**src/rtl/rs_syndrome_calc.sv**
```systemverilog
// Streaming RS syndrome stage: Horner-evaluates each incoming codeword at
// alpha^1..alpha^ROOTS_NUM and hands the syndrome vector off via valid/ready.
`ifndef N_LEN
`define N_LEN 255
`endif
`ifndef K_LEN
`define K_LEN 239
`endif
`ifndef SYMB_WIDTH
`define SYMB_WIDTH 8
`endif
`ifndef BUS_WIDTH_IN_SYMB
`define BUS_WIDTH_IN_SYMB 4
`endif

package gf_pkg;
  localparam int GF_WIDTH = 8;
  localparam logic [GF_WIDTH:0] GF_POLY = 9'h11D;
  typedef logic [GF_WIDTH-1:0] gf_t;

  function automatic gf_t gf_mult(input gf_t a, input gf_t b);
    gf_t p;
    gf_t aa;
    logic carry;
    p  = {GF_WIDTH{1'b0}};
    aa = a;
    for (int i = 0; i < GF_WIDTH; i++) begin
      if (b[i]) p = p ^ aa;
      carry = aa[GF_WIDTH-1];
      aa    = {aa[GF_WIDTH-2:0], 1'b0};
      if (carry) aa = aa ^ GF_POLY[GF_WIDTH-1:0];
    end
    return p;
  endfunction

  function automatic gf_t gf_alpha_pow(input int n);
    gf_t r;
    r = {{(GF_WIDTH-1){1'b0}}, 1'b1};
    for (int i = 0; i < n; i++) r = gf_mult(r, {{(GF_WIDTH-2){1'b0}}, 2'b10});
    return r;
  endfunction
endpackage

module rs_syndrome_calc #(
  parameter int N_LEN             = `N_LEN,
  parameter int K_LEN             = `K_LEN,
  parameter int SYMB_WIDTH        = `SYMB_WIDTH,
  parameter int BUS_WIDTH_IN_SYMB = `BUS_WIDTH_IN_SYMB,
  localparam int ROOTS_NUM        = N_LEN - K_LEN,
  localparam int W                = BUS_WIDTH_IN_SYMB,
  localparam int CW               = $clog2(N_LEN + W + 1)
) (
  input  logic                            clk,
  input  logic                            rst,
  input  logic [W*SYMB_WIDTH-1:0]         s_tdata,
  input  logic [W-1:0]                    s_tkeep,
  input  logic                            s_tvalid,
  input  logic                            s_tlast,
  output logic                            s_tready,
  output logic [ROOTS_NUM*SYMB_WIDTH-1:0] m_synd,
  output logic                            m_err_det,
  output logic                            m_len_err,
  output logic                            m_valid,
  input  logic                            m_ready
);
  import gf_pkg::*;

  localparam logic [CW-1:0] N_LEN_C = CW'(N_LEN);

  typedef enum logic [1:0] {IDLE = 2'd0, ACCUM = 2'd1, OUT = 2'd2} state_e;

  state_e                          state_q, state_d;
  logic [ROOTS_NUM*SYMB_WIDTH-1:0] acc_q, acc_d, m_synd_q, m_synd_d;
  logic [ROOTS_NUM*SYMB_WIDTH-1:0] base_s, horner_s;
  logic [CW-1:0]                   cnt_q, cnt_d, cnt_base_s, cnt_add_s;
  logic [CW:0]                     keep_cnt_s, cnt_sum_s;
  logic                            s_tready_q, s_tready_d, m_valid_q, m_valid_d;
  logic                            m_err_det_q, m_err_det_d, m_len_err_q, m_len_err_d;
  logic                            beat_s;

  // A new codeword always starts from a zero accumulator, whatever acc_q holds.
  assign base_s     = (state_q == IDLE) ? {(ROOTS_NUM*SYMB_WIDTH){1'b0}} : acc_q;
  assign cnt_base_s = (state_q == IDLE) ? {CW{1'b0}} : cnt_q;
  assign beat_s     = s_tvalid && s_tready_q;

  for (genvar j = 0; j < ROOTS_NUM; j++) begin : g_root
    localparam gf_t ROOT = gf_alpha_pow(j + 1);
    gf_t h_s;
    always_comb begin
      h_s = base_s[j*SYMB_WIDTH +: SYMB_WIDTH];
      for (int l = 0; l < W; l++) begin
        if (s_tkeep[l]) begin
          h_s = gf_mult(h_s, ROOT) ^ s_tdata[l*SYMB_WIDTH +: SYMB_WIDTH];
        end else begin
          h_s = h_s;
        end
      end
    end
    assign horner_s[j*SYMB_WIDTH +: SYMB_WIDTH] = h_s;
  end

  // Saturating symbol count, so an over-long codeword still reads as a length error.
  always_comb begin
    keep_cnt_s = {(CW+1){1'b0}};
    for (int l = 0; l < W; l++) keep_cnt_s = keep_cnt_s + {{CW{1'b0}}, s_tkeep[l]};
    cnt_sum_s = {1'b0, cnt_base_s} + keep_cnt_s;
    cnt_add_s = cnt_sum_s[CW] ? {CW{1'b1}} : cnt_sum_s[CW-1:0];
  end

  always_comb begin
    state_d     = state_q;
    acc_d       = acc_q;
    cnt_d       = cnt_q;
    m_synd_d    = m_synd_q;
    m_err_det_d = m_err_det_q;
    m_len_err_d = m_len_err_q;
    m_valid_d   = m_valid_q;
    case (state_q)
      IDLE, ACCUM: begin
        if (beat_s) begin
          acc_d = horner_s;
          cnt_d = cnt_add_s;
          if (s_tlast) begin
            state_d     = OUT;
            m_synd_d    = horner_s;
            m_err_det_d = |horner_s;
            m_len_err_d = (cnt_add_s != N_LEN_C);
            m_valid_d   = 1'b1;
          end else begin
            state_d = ACCUM;
          end
        end else begin
          state_d = state_q;
        end
      end
      OUT: begin
        if (m_ready) begin
          state_d   = IDLE;
          acc_d     = {(ROOTS_NUM*SYMB_WIDTH){1'b0}};
          cnt_d     = {CW{1'b0}};
          m_valid_d = 1'b0;
        end else begin
          state_d = OUT;
        end
      end
      default: begin
        state_d   = IDLE;
        acc_d     = {(ROOTS_NUM*SYMB_WIDTH){1'b0}};
        cnt_d     = {CW{1'b0}};
        m_valid_d = 1'b0;
      end
    endcase
    s_tready_d = (state_d != OUT);
  end

  always_ff @(posedge clk) begin
    if (rst) begin
      state_q     <= IDLE;
      acc_q       <= {(ROOTS_NUM*SYMB_WIDTH){1'b0}};
      cnt_q       <= {CW{1'b0}};
      m_synd_q    <= {(ROOTS_NUM*SYMB_WIDTH){1'b0}};
      m_err_det_q <= 1'b0;
      m_len_err_q <= 1'b0;
      m_valid_q   <= 1'b0;
      s_tready_q  <= 1'b0;
    end else begin
      state_q     <= state_d;
      acc_q       <= acc_d;
      cnt_q       <= cnt_d;
      m_synd_q    <= m_synd_d;
      m_err_det_q <= m_err_det_d;
      m_len_err_q <= m_len_err_d;
      m_valid_q   <= m_valid_d;
      s_tready_q  <= s_tready_d;
    end
  end

  assign s_tready  = s_tready_q;
  assign m_synd    = m_synd_q;
  assign m_err_det = m_err_det_q;
  assign m_len_err = m_len_err_q;
  assign m_valid   = m_valid_q;
endmodule

```
**config.mk**
```make
export PLATFORM = sky130hd
export DESIGN_NAME = rs_syndrome_calc
export DESIGN_NICKNAME = d
export VERILOG_FILES = /design/src/rtl/rs_syndrome_calc.sv
export SDC_FILE = /design/constraint.sdc
export NUM_CORES = 2
export LEC_CHECK = 0
export CORE_MARGIN = 2
export CORE_UTILIZATION = 40
export DETAILED_ROUTE_END_ITERATION = 10
export PLACE_DENSITY = 0.62
export SYNTH_ARGS = -nofsm -noshare
export SYNTH_HDL_FRONTEND = slang
export SYNTH_SLANG_ARGS = --single-unit
```
**constraint.sdc**
```tcl
create_clock -name clk -period 11.2 [get_ports clk]
set_input_delay 3.36 -clock clk [delete_from_list [all_inputs] [get_ports clk]]
set_output_delay 3.36 -clock clk [all_outputs]
set_load 0.005 [all_outputs]
```
# ---- Word-level counts from Yosys, hierarchy flattened
# Cells that the tools add are included.
dict set report totals {
  in_bits 41
  register_bits 271
  out_inout_bits 132
}
dict set report op_classes {
  n_mux 849
  add_sub_neg 4
  eq_ne 7
  reduce_logical 7
  n_bitwise 480
}
# operator n
set op_table {}
lappend op_table {{$mux W8} 516}
lappend op_table {{$mux W5} 316}
lappend op_table {{$xor A8 B8 Y8} 164}
lappend op_table {{$not A4 Y4} 316}
lappend op_table {{$mux W128} 3}
lappend op_table {{$pmux W128 S2} 1}
lappend op_table {{$reduce_or A128 Y1} 1}
lappend op_table {{$mux W9} 4}
lappend op_table {{$pmux W9 S2} 1}
lappend op_table {{$add A9 B4 Y10} 1}
lappend op_table {{$ne A9 B8 Y1 const B} 1}
lappend op_table {{$ne A2 B2 Y1 const B} 4}
lappend op_table {{$mux W2} 3}
lappend op_table {{$reduce_and A3 Y1} 2}
lappend op_table {{$add A3 B1 Y4} 1}
lappend op_table {{$pmux W2 S2} 1}
lappend op_table {{$add A2 B1 Y3} 1}
lappend op_table {{$mux W1} 3}
lappend op_table {{$add A1 B1 Y2} 1}
lappend op_table {{$eq A2 B1 Y1 const B} 1}
lappend op_table {{$eq A2 B2 Y1 const B} 1}
lappend op_table {{$logic_not A2 Y1} 1}
lappend op_table {{$pmux W1 S2} 1}
lappend op_table {{$reduce_and A2 Y1} 1}
lappend op_table {{2 further kinds} 2}

# ---- Longest topological paths before layout
dict set report depth {
  word_depth 104
  mapped_depth 26
  depth_no_buf 17
}

# ---- Worst setup path after synthesis
# No wires, ideal clock.
dict set report synth_timing {
  path_kind {input-to-reg}
  startpoint {in s_tkeep[0]}
  endpoint {reg m_err_det_q, in the netlist m_err_det}
  arrival_ps 7941
  path_buffers 4
  stages 21
  t_required_ps 11064
  path_slack_ps 3123
  path_cell_list {buf_2 o21ba_2 buf_4 buf_6 buf_6 nand2_1 and3_1 a211o_1 a31oi_1 xnor2_1 xnor3_1 mux2i_1 nor2_1 or3b_1 or4b_1 a2111oi_0 nand4_1 nor4_1 nand4_1 nor4bb_1 a311oi_1}
}
dict set report synth_via {
  elab_chain_len 59
  word_cells_on_any_way 1001
  cone_classes {mux: 640; bitwise: 360; reduce/logical: 1}
}
# item line
set synth_rtl {}
lappend synth_rtl {{from (decl)} 56} ;# input logic [W-1:0] s_tkeep,
lappend synth_rtl {{$mux W8} 92} ;# if (s_tkeep[l]) begin
lappend synth_rtl {{$not A4 Y4 (no source line) or $mux W5 (tied branches)} --}
lappend synth_rtl {{$mux W5 or $mux W8 (tied branches)} {31, 92}}
lappend synth_rtl {{$mux W8, or another cell as far along} 92}
lappend synth_rtl {{$not A4 Y4 (no source line), or another cell as far along} --}
lappend synth_rtl {{$mux W5, or another cell as far along} 31} ;# if (carry) aa = aa ^ GF_POLY[GF_WIDTH-1:0];
lappend synth_rtl {{$mux W8, or another cell as far along} 92}
lappend synth_rtl {{$not A4 Y4 (no source line), or another cell as far along} --}
lappend synth_rtl {{[43 not listed]} --}
lappend synth_rtl {{$mux W8 or $not A4 Y4 (tied branches)} --}
lappend synth_rtl {{$xor A8 B8 Y8 or $mux W5 (tied branches)} {28, 31}}
lappend synth_rtl {{$mux W8} 92}
lappend synth_rtl {{$xor A8 B8 Y8} 28} ;# if (b[i]) p = p ^ aa;
lappend synth_rtl {{$mux W8} 92}
lappend synth_rtl {{$xor A8 B8 Y8} 93} ;# h_s = gf_mult(h_s, ROOT) ^ s_tdata[l*SYMB_WIDTH +: SYMB_WIDTH];
lappend synth_rtl {{$mux W8} 92}
lappend synth_rtl {{$reduce_or A128 Y1 (*)} 126} ;# m_err_det_d = |horner_s;
lappend synth_rtl {{to (signal assigned)} 171} ;# m_err_det_q <= m_err_det_d;
lappend synth_rtl {{to (decl)} 78} ;# logic m_err_det_q, m_err_det_d, m_len_err_q, m_len_err_d;
# Every way passes the cells marked *; elsewhere a longest branch is shown, timed or not. The select of a mux whose other input is x is not followed.
# A chain may end at the register's enable or synchronous reset.

# ---- Worst setup path after layout
dict set report layout_timing {
  startpoint {in s_tdata[4]}
  endpoint {reg m_err_det_q, in the netlist m_err_det}
}
dict set report layout_via {
  elab_chain_len 57
  word_cells_on_any_way 906
  cone_classes {mux: 592; bitwise: 313; reduce/logical: 1}
}
# item line
set layout_rtl {}
lappend layout_rtl {{from (decl)} 55} ;# input logic [W*SYMB_WIDTH-1:0] s_tdata,
lappend layout_rtl {{$xor A8 B8 Y8} 93}
lappend layout_rtl {{$mux W8 (4 in series)} 92}
lappend layout_rtl {{$mux W5} 31}
lappend layout_rtl {{$mux W8} 92}
lappend layout_rtl {{$mux W5} 31}
lappend layout_rtl {{$mux W8} 92}
lappend layout_rtl {{$not A4 Y4 (no source line) or $xor A8 B8 Y8 (tied branches)} --}
lappend layout_rtl {{$mux W5 or $mux W8 (tied branches)} {31, 92}}
lappend layout_rtl {{[38 not listed]} --}
lappend layout_rtl {{$mux W8} 92}
lappend layout_rtl {{$xor A8 B8 Y8} 28}
lappend layout_rtl {{$mux W8} 92}
lappend layout_rtl {{$xor A8 B8 Y8} 28}
lappend layout_rtl {{$mux W8} 92}
lappend layout_rtl {{$xor A8 B8 Y8} 93}
lappend layout_rtl {{$mux W8} 92}
lappend layout_rtl {{$reduce_or A128 Y1 (*)} 126}
# Marked as above.

==> out/results.txt <==
Residual DRC -> 0
worst stage delay on the critical path -> 850 ps
Ys Warns -> 0
TritonCTS Buffers -> 31
via/cell ratio -> 6.64
status -> completed
hold_buf cts -> 0
synth unique cells -> 129
GR Util All Layers -> 37.8%
Initial Util -> 40.4%
Worst Tran Pin Value -> 1470 ps
CTS resizes -> 0
#FFs+latches synth -> 271
Async SR Flop Fraction -> 0%
Final Hold Viols -> 0
Core Util, Final -> 44.2%
crit path buf inv count -> 1
Synth area leader -> dfxtp_1
number of global-route vias before repair -> 37100
drt pass-1 iters -> 6
Nets -> 4970
CTS clock-pin slew for the worst setup and hold paths -> 70 ps
Layout Cells excl Fill -> 6251
VDD IR max -> 0.457 mV
post-layout min period -> 10380 ps
slew margin rel. -> 1.61%
clock root buffer master -> clkbuf_16
crit-path cells -> clkdlybuf4s50_1 -> nor2b_1 -> nand2_1 -> mux2i_1 -> nor2_2 -> xnor2_1 -> xnor3_1 -> nor2_1 -> xnor2_1 -> xnor3_1 -> o21ai_1 -> xnor3_1 -> nor2_1 -> xnor2_1 -> nor4_1 -> nand4_1 -> nor4_1 -> a311oi_1
largest fanout on the critical path -> 7
Clock Sinks -> 271
Detailed Route WL -> 201000 um
Most used DFF post-synth -> dfxtp_1
Syn Std Cell Area -> 0.0399 mm^2
critical path's top delay family -> simple AND/OR/NAND/NOR gates
Power Density -> 418 mW/mm^2
Fmax achieved -> 96.3 MHz
most frequent cells in the layout -> 581 x xnor2_1, 512 x nor2_1, 421 x nand2_1, 313 x a21oi_1, 269 x dfxtp_1
Synth Instances -> 4997
final setup fails -> 0
row count -> 115
CP Capture Type -> flop
first-pass GRT wire length -> 280000 um
CTS tree -> yes
Die Span Y -> 320 um
Synth area leaders -> dfxtp_1 14%, xnor2_1 13%, xnor3_1 13%
via count -> 41500
gr ovfl total -> 0
Routability Congestion -> 1.10
Worst Setup Path Type -> in2reg
PortBufs -> 172
HPWL after detailed placement -> 148000 um
core area -> 0.0986 mm^2
clk_lat worst skew -> 620 ps
maximum clock path buffer count -> 3
Routed Antenna Nets -> 0
CTS H-Tree Depth -> 1
most common cell after layout, fill and taps aside -> xnor2_1
clock skew -> 25.0 ps
setup bufs post-CTS -> 0
initial DRC count -> 6092
EDFF count, synth -> 0
Cells after DPL -> 6179
Synth top area share -> 13.6%
Hold Path Class -> reg2reg
die extent in x -> 320 um
layout cell share with drive strength beyond 1 -> 9.18%
WP data required -> 11650 ps
max-cap violations -> 0
Mean Syn Cell Area -> 7.98 um^2
leakage -> 17.2 nW
Slew Limit Fails -> 0
final cycle utilization of the critical path -> 92.7%
Top-Level Pins -> 173
Setup crit start kind -> input port
largest net degree at the start of global routing -> 131
critical path data arrival time -> 10830 ps
Area growth syn-to-layout -> 9.40%
Routed WL per cell -> 32.2 um
RSZ-0062 raised after global routing -> false
final setup TNS -> 0 ps
initial antenna violation count -> 19
sequential share of the synthesized area -> 13.6%
Synthesized Nets -> 5042
slowest cell on the critical path -> nor4_1
die area -> 0.102 mm^2
[power breakdown]
part / total [mW] / internal, mW / switching, mW
Clock: 1.05 / 0.569 / 0.482
Sequential: 1.65 / 1.18 / 0.466
Combinational: 15.5 / 6.53 / 9.00
[cell usage after synthesis (49+ instances only)]
library cell	instances
xnor2_1	582
nor2_1	514
nand2_1	422
a21oi_1	313
dfxtp_1	271
clkbuf_1	260
xnor3_1	223
o21ai_0	170
xor2_1	150
nor3_1	144
mux2i_1	143
nand3_1	131
a22oi_1	112
buf_2	99
a211oi_1	84
and3_1	74
and2_1	64
nand4_1	59
or3_1	53
o21ai_1	50
buf_1	49
[per-layer routing]
metal	vias up	wire length [um]	track usage (%)
li1	17900	-	-
met2	2986	81300	54.3
met1	19900	74400	47.0
met3	762	26900	11.8
met4	16	18300	28.8
met5	-	94	0
[final timing paths]
| kind | cells past startpoint | endpoint | slack (ps) | start |
|---|---|---|---|---|
| worst max register to register | 18 | m_err_det | 3160 | state_q[0] |
| worst min register to register | 2 | m_synd[92] | 450 | m_synd[92] |
| worst max-delay path | 18 | m_err_det | 820 | s_tdata[4] |
| worst min-delay path | 2 | m_synd[92] | 450 | m_synd[92] |
[area by class of cell]
type                            count  area, um^2
Antenna cell                       18        45.0
Tap cell                         1287        1610
Clock buffer                       37         818
Timing Repair Buffer              355        3130
Multi-Input combinational cell   4217       32200
Sequential cell                   271        5430
Clock inverter                     17         169
Inverter                           49         188
Fill cell                        9804       55000
[cell families after synthesis]
group | after synthesis | synth area share [%]
adders and majority gates | 4 | 0.182
buffers and inverters | 509 | 5.79
and+or+nand+nor | 1751 | 21.7
AOI/OAI and AO/OA | 1254 | 21.8
DFF | 271 | 13.6
xor gates and xnor gates | 1014 | 31.8
muxes | 194 | 5.05
[registers in the layout, summed over array words and instances (netlist names)]
name,count
s_tready,1
acc_q,128
cnt_q,9
state_q,2
m_err_det,1
m_len_err,1
m_synd,128
m_valid,1
[worst min-delay path, cell delays in order (launching register included)]
cell	delay, ps
dfxtp_1	310
nand2_1	50
a21oi_1	50
[stage by stage]
stage	instance area, um^2	hold slack [ps]	setup slack, ps	power, mW
finish	43600	451	817	18.2
global route	43600	469	885	18.7
CTS	43600	454	1220	17.6
detailed placement	42600	446	633	16.5
global placement	42600	441	635	16.4
floorplan	39900	427	3120	11.4
No activity file was read; power rests on OpenSTA's default activity.
